[config.mk]
export PLATFORM = sky130hd
export DESIGN_NAME = rv32i_control_unit_flat
export DESIGN_NICKNAME = d
export VERILOG_FILES = /design/src/rtl/rv32i_control_unit_if.sv /design/src/rtl/rv32i_control_unit.sv /design/src/flat_wrapper.sv
export SDC_FILE = /design/constraint.sdc
export NUM_CORES = 1
export LEC_CHECK = 0
export BUFFER_PORTS_ARGS = -buffer_cell sky130_fd_sc_hd__buf_2
export CORE_MARGIN = 10
export CORE_UTILIZATION = 45
export DETAILED_ROUTE_END_ITERATION = 7
export HOLD_SLACK_MARGIN = 0.08
export PLACE_DENSITY = 0.8
export SYNTH_ARGS = -nofsm -noshare
export SYNTH_HDL_FRONTEND = slang
export SYNTH_SLANG_ARGS = --single-unit
export TNS_END_PERCENT = 5
[constraint.sdc]
create_clock -name clk -period 0.8 [get_ports clk]
set_input_delay 0.04 -clock clk [delete_from_list [all_inputs] [get_ports clk]]
set_output_delay 0.04 -clock clk [all_outputs]
set_load 0.1 [all_outputs]
[src/rtl/rv32i_control_unit_if.sv]
// Decode-stage bundle: instruction fields in, registered datapath controls out.
interface rv32i_control_unit_if;
    logic [6:0] opcode;
    logic       func_7_bit_6;
    logic [2:0] func_3;
    logic       write;
    logic       store;
    logic       load;
    logic       branch;
    logic [1:0] alu_operand_a_selector;
    logic       alu_operand_b_selector;
    logic [1:0] immediate_selector;
    logic [1:0] next_pc_selector;
    logic [3:0] alu_operations_selector;

    modport master (
        output opcode, func_7_bit_6, func_3,
        input  write, store, load, branch,
        input  alu_operand_a_selector, alu_operand_b_selector,
        input  immediate_selector, next_pc_selector, alu_operations_selector
    );

    modport slave (
        input  opcode, func_7_bit_6, func_3,
        output write, store, load, branch,
        output alu_operand_a_selector, alu_operand_b_selector,
        output immediate_selector, next_pc_selector, alu_operations_selector
    );
endinterface

[src/rtl/rv32i_control_unit.sv]
// RV32I main decoder; outputs form the control half of the decode/execute register.
module rv32i_control_unit (
    input  logic                   clk,
    input  logic                   rst_n,
    rv32i_control_unit_if.slave    bus
);
    localparam int unsigned OP_W  = 7;
    localparam int unsigned SEL_W = 2;
    localparam int unsigned ALU_W = 4;

    localparam logic [OP_W-1:0] OP_R     = 7'h33;
    localparam logic [OP_W-1:0] OP_I     = 7'h13;
    localparam logic [OP_W-1:0] OP_LOAD  = 7'h03;
    localparam logic [OP_W-1:0] OP_STORE = 7'h23;
    localparam logic [OP_W-1:0] OP_BR    = 7'h63;
    localparam logic [OP_W-1:0] OP_JALR  = 7'h67;
    localparam logic [OP_W-1:0] OP_JAL   = 7'h6F;
    localparam logic [OP_W-1:0] OP_AUIPC = 7'h17;
    localparam logic [OP_W-1:0] OP_LUI   = 7'h37;

    localparam logic [ALU_W-1:0] ALU_ADD  = 4'd0;
    localparam logic [ALU_W-1:0] ALU_SUB  = 4'd1;
    localparam logic [ALU_W-1:0] ALU_SLL  = 4'd2;
    localparam logic [ALU_W-1:0] ALU_SLT  = 4'd3;
    localparam logic [ALU_W-1:0] ALU_SLTU = 4'd4;
    localparam logic [ALU_W-1:0] ALU_XOR  = 4'd5;
    localparam logic [ALU_W-1:0] ALU_SRL  = 4'd6;
    localparam logic [ALU_W-1:0] ALU_SRA  = 4'd7;
    localparam logic [ALU_W-1:0] ALU_OR   = 4'd8;
    localparam logic [ALU_W-1:0] ALU_AND  = 4'd9;

    localparam logic [SEL_W-1:0] A_RS1  = 2'b00;
    localparam logic [SEL_W-1:0] A_PC   = 2'b01;
    localparam logic [SEL_W-1:0] A_ZERO = 2'b10;

    localparam logic [SEL_W-1:0] IMM_I  = 2'b00;
    localparam logic [SEL_W-1:0] IMM_SB = 2'b01;
    localparam logic [SEL_W-1:0] IMM_U  = 2'b10;
    localparam logic [SEL_W-1:0] IMM_J  = 2'b11;

    localparam logic [SEL_W-1:0] NPC_SEQ  = 2'b00;
    localparam logic [SEL_W-1:0] NPC_BR   = 2'b01;
    localparam logic [SEL_W-1:0] NPC_JAL  = 2'b10;
    localparam logic [SEL_W-1:0] NPC_JALR = 2'b11;

    logic             write_d, write_q;
    logic             store_d, store_q;
    logic             load_d, load_q;
    logic             branch_d, branch_q;
    logic [SEL_W-1:0] a_sel_d, a_sel_q;
    logic             b_sel_d, b_sel_q;
    logic [SEL_W-1:0] imm_sel_d, imm_sel_q;
    logic [SEL_W-1:0] npc_sel_d, npc_sel_q;
    logic [ALU_W-1:0] alu_op_d, alu_op_q;
    logic [ALU_W-1:0] arith_op_c;
    logic             sub_en_c;

    // Arithmetic op from funct3; SUB only exists in the register-register form.
    always_comb begin
        sub_en_c   = (bus.opcode == OP_R) && bus.func_7_bit_6;
        arith_op_c = ALU_ADD;
        unique case (bus.func_3)
            3'b000:  arith_op_c = sub_en_c ? ALU_SUB : ALU_ADD;
            3'b001:  arith_op_c = ALU_SLL;
            3'b010:  arith_op_c = ALU_SLT;
            3'b011:  arith_op_c = ALU_SLTU;
            3'b100:  arith_op_c = ALU_XOR;
            3'b101:  arith_op_c = bus.func_7_bit_6 ? ALU_SRA : ALU_SRL;
            3'b110:  arith_op_c = ALU_OR;
            default: arith_op_c = ALU_AND;
        endcase
    end

    // Main decode; unknown opcodes leave every control at zero (NOP).
    always_comb begin
        write_d   = 1'b0;
        store_d   = 1'b0;
        load_d    = 1'b0;
        branch_d  = 1'b0;
        a_sel_d   = A_RS1;
        b_sel_d   = 1'b0;
        imm_sel_d = IMM_I;
        npc_sel_d = NPC_SEQ;
        alu_op_d  = ALU_ADD;
        unique case (bus.opcode)
            OP_R: begin
                write_d  = 1'b1;
                alu_op_d = arith_op_c;
            end
            OP_I: begin
                write_d  = 1'b1;
                b_sel_d  = 1'b1;
                alu_op_d = arith_op_c;
            end
            OP_LOAD: begin
                write_d = 1'b1;
                load_d  = 1'b1;
                b_sel_d = 1'b1;
            end
            OP_STORE: begin
                store_d   = 1'b1;
                b_sel_d   = 1'b1;
                imm_sel_d = IMM_SB;
            end
            OP_BR: begin
                branch_d  = 1'b1;
                a_sel_d   = A_PC;
                b_sel_d   = 1'b1;
                imm_sel_d = IMM_SB;
                npc_sel_d = NPC_BR;
            end
            OP_JALR: begin
                write_d   = 1'b1;
                b_sel_d   = 1'b1;
                npc_sel_d = NPC_JALR;
            end
            OP_JAL: begin
                write_d   = 1'b1;
                a_sel_d   = A_PC;
                b_sel_d   = 1'b1;
                imm_sel_d = IMM_J;
                npc_sel_d = NPC_JAL;
            end
            OP_AUIPC: begin
                write_d   = 1'b1;
                a_sel_d   = A_PC;
                b_sel_d   = 1'b1;
                imm_sel_d = IMM_U;
            end
            OP_LUI: begin
                write_d   = 1'b1;
                a_sel_d   = A_ZERO;
                b_sel_d   = 1'b1;
                imm_sel_d = IMM_U;
            end
            default: ;
        endcase
    end

    always_ff @(posedge clk or negedge rst_n) begin
        if (!rst_n) begin
            write_q   <= 1'b0;
            store_q   <= 1'b0;
            load_q    <= 1'b0;
            branch_q  <= 1'b0;
            a_sel_q   <= A_RS1;
            b_sel_q   <= 1'b0;
            imm_sel_q <= IMM_I;
            npc_sel_q <= NPC_SEQ;
            alu_op_q  <= ALU_ADD;
        end else begin
            write_q   <= write_d;
            store_q   <= store_d;
            load_q    <= load_d;
            branch_q  <= branch_d;
            a_sel_q   <= a_sel_d;
            b_sel_q   <= b_sel_d;
            imm_sel_q <= imm_sel_d;
            npc_sel_q <= npc_sel_d;
            alu_op_q  <= alu_op_d;
        end
    end

    assign bus.write                   = write_q;
    assign bus.store                   = store_q;
    assign bus.load                    = load_q;
    assign bus.branch                  = branch_q;
    assign bus.alu_operand_a_selector  = a_sel_q;
    assign bus.alu_operand_b_selector  = b_sel_q;
    assign bus.immediate_selector      = imm_sel_q;
    assign bus.next_pc_selector        = npc_sel_q;
    assign bus.alu_operations_selector = alu_op_q;
endmodule

[src/flat_wrapper.sv]
// flat-port wrapper written by rule: the top's interface ports become plain ports
module rv32i_control_unit_flat 
  (clk, rst_n, bus_opcode, bus_func_7_bit_6, bus_func_3, bus_write, bus_store, bus_load, bus_branch, bus_alu_operand_a_selector, bus_alu_operand_b_selector, bus_immediate_selector, bus_next_pc_selector, bus_alu_operations_selector);
  rv32i_control_unit_if bus_i ();
  input  logic clk;
  input  logic rst_n;
  input wire logic [$bits(bus_i.opcode)-1:0] bus_opcode;
  input wire logic [$bits(bus_i.func_7_bit_6)-1:0] bus_func_7_bit_6;
  input wire logic [$bits(bus_i.func_3)-1:0] bus_func_3;
  output wire logic [$bits(bus_i.write)-1:0] bus_write;
  output wire logic [$bits(bus_i.store)-1:0] bus_store;
  output wire logic [$bits(bus_i.load)-1:0] bus_load;
  output wire logic [$bits(bus_i.branch)-1:0] bus_branch;
  output wire logic [$bits(bus_i.alu_operand_a_selector)-1:0] bus_alu_operand_a_selector;
  output wire logic [$bits(bus_i.alu_operand_b_selector)-1:0] bus_alu_operand_b_selector;
  output wire logic [$bits(bus_i.immediate_selector)-1:0] bus_immediate_selector;
  output wire logic [$bits(bus_i.next_pc_selector)-1:0] bus_next_pc_selector;
  output wire logic [$bits(bus_i.alu_operations_selector)-1:0] bus_alu_operations_selector;
  assign bus_i.opcode = bus_opcode;
  assign bus_i.func_7_bit_6 = bus_func_7_bit_6;
  assign bus_i.func_3 = bus_func_3;
  assign bus_write = bus_i.write;
  assign bus_store = bus_i.store;
  assign bus_load = bus_i.load;
  assign bus_branch = bus_i.branch;
  assign bus_alu_operand_a_selector = bus_i.alu_operand_a_selector;
  assign bus_alu_operand_b_selector = bus_i.alu_operand_b_selector;
  assign bus_immediate_selector = bus_i.immediate_selector;
  assign bus_next_pc_selector = bus_i.next_pc_selector;
  assign bus_alu_operations_selector = bus_i.alu_operations_selector;
  rv32i_control_unit u_core (.clk(clk), .rst_n(rst_n), .bus(bus_i));
endmodule
* Word level (Yosys, flattened, before mapping) *
Cells that the tools add are included.

storage, ports and cells
  output and inout bits = 15
  input bits = 13
  memories = 0
  flip-flop bits (word level) = 15
  RAM bits = 0
  memory bits (read-only) = 0
  latch bits = 0

cells by class
  shift operators = 0
  divide/modulo/power cells = 0
  add/sub/neg operators = 0
  reductions and logical operators = 8
  $lt $le $gt $ge = 0
  equal/unequal tests = 15
  muxes and demuxes = 12
  multiply operators = 0
  bitwise logic cells = 0

operators with widths
  cell                                           count
  one-hot mux 4 bit (7 select lines)             1
  == test 7 x 6 -> 1 bit, second input constant  3
  == test 7 bit, second input constant           3
  == test 7 x 5 -> 1 bit, second input constant  2
  one-hot mux 2 bit (3 select lines)             2
  == test 3 bit, second input constant           3
  OR reduction 8 bit                             1
  == test 7 x 2 -> 1 bit, second input constant  1
  2-to-1 mux 1 bit                               7
  OR reduction 7 bit                             1
  == test 3 x 2 -> 1 bit, second input constant  2
  OR reduction 2 bit                             3
  2-to-1 mux 4 bit                               1
  one-hot mux 2 bit (2 select lines)             1
  == test 3 x 1 -> 1 bit, second input constant  1
  logical NOT 3 bit                              1
  OR reduction 3 bit                             1
  logical AND 1 bit                              1

* Longest topological paths before layout *
  depth in word-level cells = 5
  gate-level depth with buffers = 4
  gate-level depth less buffers = 3

* Least setup slack after synthesis *
No wires, ideal clock.

  kind = input -> register
  start = input bus_opcode[3]
  end = register u_core.alu_op_q[0] (netlist: u_core.bus.alu_operations_selector[0])
  setup time = 96 ps
  path slack = -291 ps
  data required time = 704 ps
  stages = 4
  arrival time = 996 ps
  buffers on the path = 1
  cell sequence = buf_6 > nor3b_2 > or3b_4 > a311oi_2

on the way
  cells in the longest elaborated chain, start to end = 5
  elaborated cells between the ends (all ways) = 7

RTL lines
  item                                RTL line                                            RTL
  from (decl)                         flat_wrapper.sv:7                                   input wire logic [$bits(bus_i.opcode)-1:0] bus_opcode;
  == test 7 x 6 -> 1 bit              rv32i_control_unit.sv:60, rv32i_control_unit.sv:85
  logical AND 1 bit                   rv32i_control_unit.sv:60                            sub_en_c = (bus.opcode == OP_R) && bus.func_7_bit_6;
  2-to-1 mux 1 bit                    rv32i_control_unit.sv:63                            3'b000: arith_op_c = sub_en_c ? ALU_SUB : ALU_ADD;
  one-hot mux 4 bit (7 select lines)  rv32i_control_unit.sv:62                            unique case (bus.func_3)
  2-to-1 mux 4 bit (*)                rv32i_control_unit.sv:85                            unique case (bus.opcode)
  net u_core.alu_op_d[0]              rv32i_control_unit.sv:54                            logic [ALU_W-1:0] alu_op_d, alu_op_q;
  to (signal assigned)                rv32i_control_unit.sv:160                           alu_op_q <= alu_op_d;
  to (decl)                           rv32i_control_unit.sv:54

Mark *: on every way through the listed nets, which the timed path passes. The rest lies on a longest branch.

* Worst setup path in the final report *
  start = register u_core.store_q (netlist: u_core.bus.store)
  end = output bus_store

RTL lines
  item                    RTL line                   RTL
  from (decl)             rv32i_control_unit.sv:47   logic store_d, store_q;
  from (signal assigned)  rv32i_control_unit.sv:153  store_q <= store_d;
  to (decl)               flat_wrapper.sv:11         output wire logic [$bits(bus_i.store)-1:0] bus_store;

No word-level cell between the ends.

==> impl_metrics.env <==
export IMPL_relSlewSlack_pct=78.2
export IMPL_hpwlAfterDp_um=1750
export IMPL_crit_family="flip-flops"
export IMPL_setup_viol=17
export IMPL_yosys_top_cells_area="dfrtp_1 (56%), nor2_1 (4.5%), a21oi_1 (3.8%)"
export IMPL_ys_seq_area_share_pct=56.3
export IMPL_core_um2=1350
export IMPL_synth_seq_cells=15
export IMPL_fp_dieArea_um2=3420
export IMPL_power_frac_clock_pct=28.5
export IMPL_cts_buffers=3
export IMPL_cts_root_buf="clkbuf_4"
export IMPL_start_kind="flip-flop"
export IMPL_path_class="reg2out"
export IMPL_die_y_um=58.5
export IMPL_pin_count=28
export IMPL_pwr_share_comb_pct=20.8
export IMPL_synth_net_count=76
export IMPL_firstDrtPassIters=4
export IMPL_status="complete, but fails checks"
export IMPL_power_density_nw_per_um2=1290
export IMPL_cp_max_fo=1
export IMPL_cts_path_max_buffers=2
export IMPL_grt_pass1_wl_um=3850
export IMPL_post_place_cells=114
export IMPL_ant_nets=0
export IMPL_leakage_uw=0.000562
export IMPL_wl_um=2340
export IMPL_syn_area_per_cell_um2=10.6
export IMPL_area_growth_synth_to_final_pct=77.1
export IMPL_crit_required_ns=0.76
export IMPL_clk_pin_slew_ns=0.08
export IMPL_final_cell_mix="buf_12 (15), dfrtp_1 (15), buf_2 (12)"
export IMPL_drt_iter0_drc=14
export IMPL_vdd_drop_max_v=0.000840
export IMPL_grt_pass1_vias=759
export IMPL_stdcell_count=120
export IMPL_netlist_top_cell_by_area="dfrtp_1"
export IMPL_min_period_ns=0.930
export IMPL_htreeDepth=1
export IMPL_fin_nets=119
export IMPL_viasPerCell=5.64
export IMPL_port_buffers=27
export IMPL_cts_tree="yes"
export IMPL_maxCapViolCount=0
export IMPL_syn_area_um2=667
export IMPL_gp_congestion=0.927
export IMPL_net_switching_power_uw=436
export IMPL_wl_per_cell_um=19.5
export IMPL_synth_top_area_share_pct=56.3
export IMPL_post_cts_buffers=0
export IMPL_fillers=64
export IMPL_cp_arrival_ns=0.89
export IMPL_fmax_mhz=1080
export IMPL_grt_overflow=0
export IMPL_worst_pin_slew_ns=0.327
export IMPL_final_max_slew_viol_count=0
export IMPL_die_width_um=58.5
export IMPL_final_layout_size_suffix_gt1_share_pct=46.7
export IMPL_setup_tns_final_ns=-1.81
export IMPL_seqPwrFrac_pct=50.6
export IMPL_n_antenna_cell=0
export IMPL_crit_chain="buf_12"
export IMPL_ys_types=27
export IMPL_fin_crit_sh_pct=116
export IMPL_violations="negative setup slack"
export IMPL_end_kind="output pin"
export IMPL_holdBufCountCts=2
export IMPL_grt_max_degree=16
export IMPL_postSynthCellCount=63
export IMPL_internal_power_uw=1090
export IMPL_hold_violations=0
export IMPL_fin_ws_ns=-0.130
export IMPL_yosys_warnings=0
export IMPL_hold_path_class="in2reg"
export IMPL_clock_sinks=15
export IMPL_grtUsageTotal_pct=14.9
export IMPL_initial_core_util_pct=49.4
export IMPL_vias=677
export IMPL_critPathBufInv=1
export IMPL_max_stage_delay_ns=0.42
export IMPL_antenna_found_initial=0
export IMPL_switching_share_pct=28.6
export IMPL_drc=0
export IMPL_rows=13
export IMPL_rsz0062_at_grt="true"
export IMPL_cpMaxStageDelayCell="dfrtp_1"
-- metal layers --
layer | vias up | part of all wire [%] | track usage [%]
met5 | - | 0 | 0
met4 | 0 | 5.9 | 13.4
met3 | 11 | 6.3 | 3.65
met2 | 35 | 52 | 25.6
met1 | 326 | 35 | 14.5
li1 | 305 | - | -
-- sequential cells by signal, summed over array words and instances, names as in the netlist --
signal	flops
u_core.bus.alu_operand_b_selector	1
u_core.bus.write	1
u_core.bus.store	1
u_core.bus.alu_operand_a_selector	2
u_core.bus.next_pc_selector	2
u_core.bus.immediate_selector	2
u_core.bus.load	1
u_core.bus.branch	1
u_core.bus.alu_operations_selector	4
-- timing repair --
| action | 4_1_cts | 5_1_grt |
|---|---|---|
| hold endpoints to repair | 18 | 2 |
| setup endpoints to repair | 18 | 20 |
| gates resized for setup | 2 | 2 |
-- power groups by stage --
stage / registers (uW) / logic [uW] / clock network [uW]
3_3_place_gp: 787 / 281 / 0
5_1_grt: 774 / 341 / 473
6_report: 773 / 318 / 436
3_5_place_dp: 788 / 299 / 0
2_1_floorplan: 843 / 85.8 / 0
4_1_cts: 773 / 316 / 427
-- kinds of logic (layout without fill, tap and decap cells) --
| family | Yosys count | after routing | synth area share, % |
|---|---|---|---|
| flops | 15 | 15 | 56.3 |
| compound gates | 13 | 13 | 13.1 |
| xor+xnor | 1 | 1 | 1.31 |
| buf+inv | 6 | 48 | 4.50 |
| simple gates | 28 | 28 | 24.8 |
-- cell usage after synthesis --
cell type / number
or3b_4: 1
xnor2_1: 1
a32oi_1: 1
or3_1: 2
nor4_1: 1
nand3_1: 1
nand2b_1: 1
buf_6: 1
nor3b_2: 1
a211oi_1: 2
and3_1: 2
nand2_1: 3
nor3b_1: 2
a311oi_2: 1
nor3_1: 1
o21ai_0: 2
or2_2: 1
a21oi_1: 5
a31oi_1: 1
nor2_1: 8
nor2b_1: 1
and3b_1: 2
dfrtp_1: 15
nand3b_1: 1
a21o_1: 1
clkbuf_1: 1
inv_1: 4
-- final cells by class --
class,instances,area [um^2],area share [%]
clock buffers,4,26.3,2.22
inverters,4,15.0,1.27
multi-input cells,42,283,23.9
flip-flops and latches,15,375,31.8
well taps,15,18.8,1.59
repair buffers,40,463,39.2
-- through the flow --
step	cell area [um^2]	power, uW	setup WS [ns]	util [%]	hold slack (ns)
4_1_cts	1180	1520	-0.122	87.2	0.0683
5_1_grt	1180	1590	-0.149	87.5	0.0654
2_1_floorplan	677	929	-0.241	-	-0.256
3_3_place_gp	1120	1070	-0.279	82.9	-0.0586
3_5_place_dp	1120	1090	-0.366	82.9	-0.0484
6_report	1180	1530	-0.130	87.5	0.0676
-- final timing paths --
kind / from / endpoint / cells after the start
max: u_core.bus.store / bus_store / 1
min: bus_func_3[0] / u_core.bus.alu_operations_selector[0] / 3
max in group asynchronous: rst_n / u_core.bus.alu_operations_selector[3] / 2
min in group asynchronous: rst_n / u_core.bus.next_pc_selector[0] / 2
Note: power is estimated with default switching activity, not from simulation.
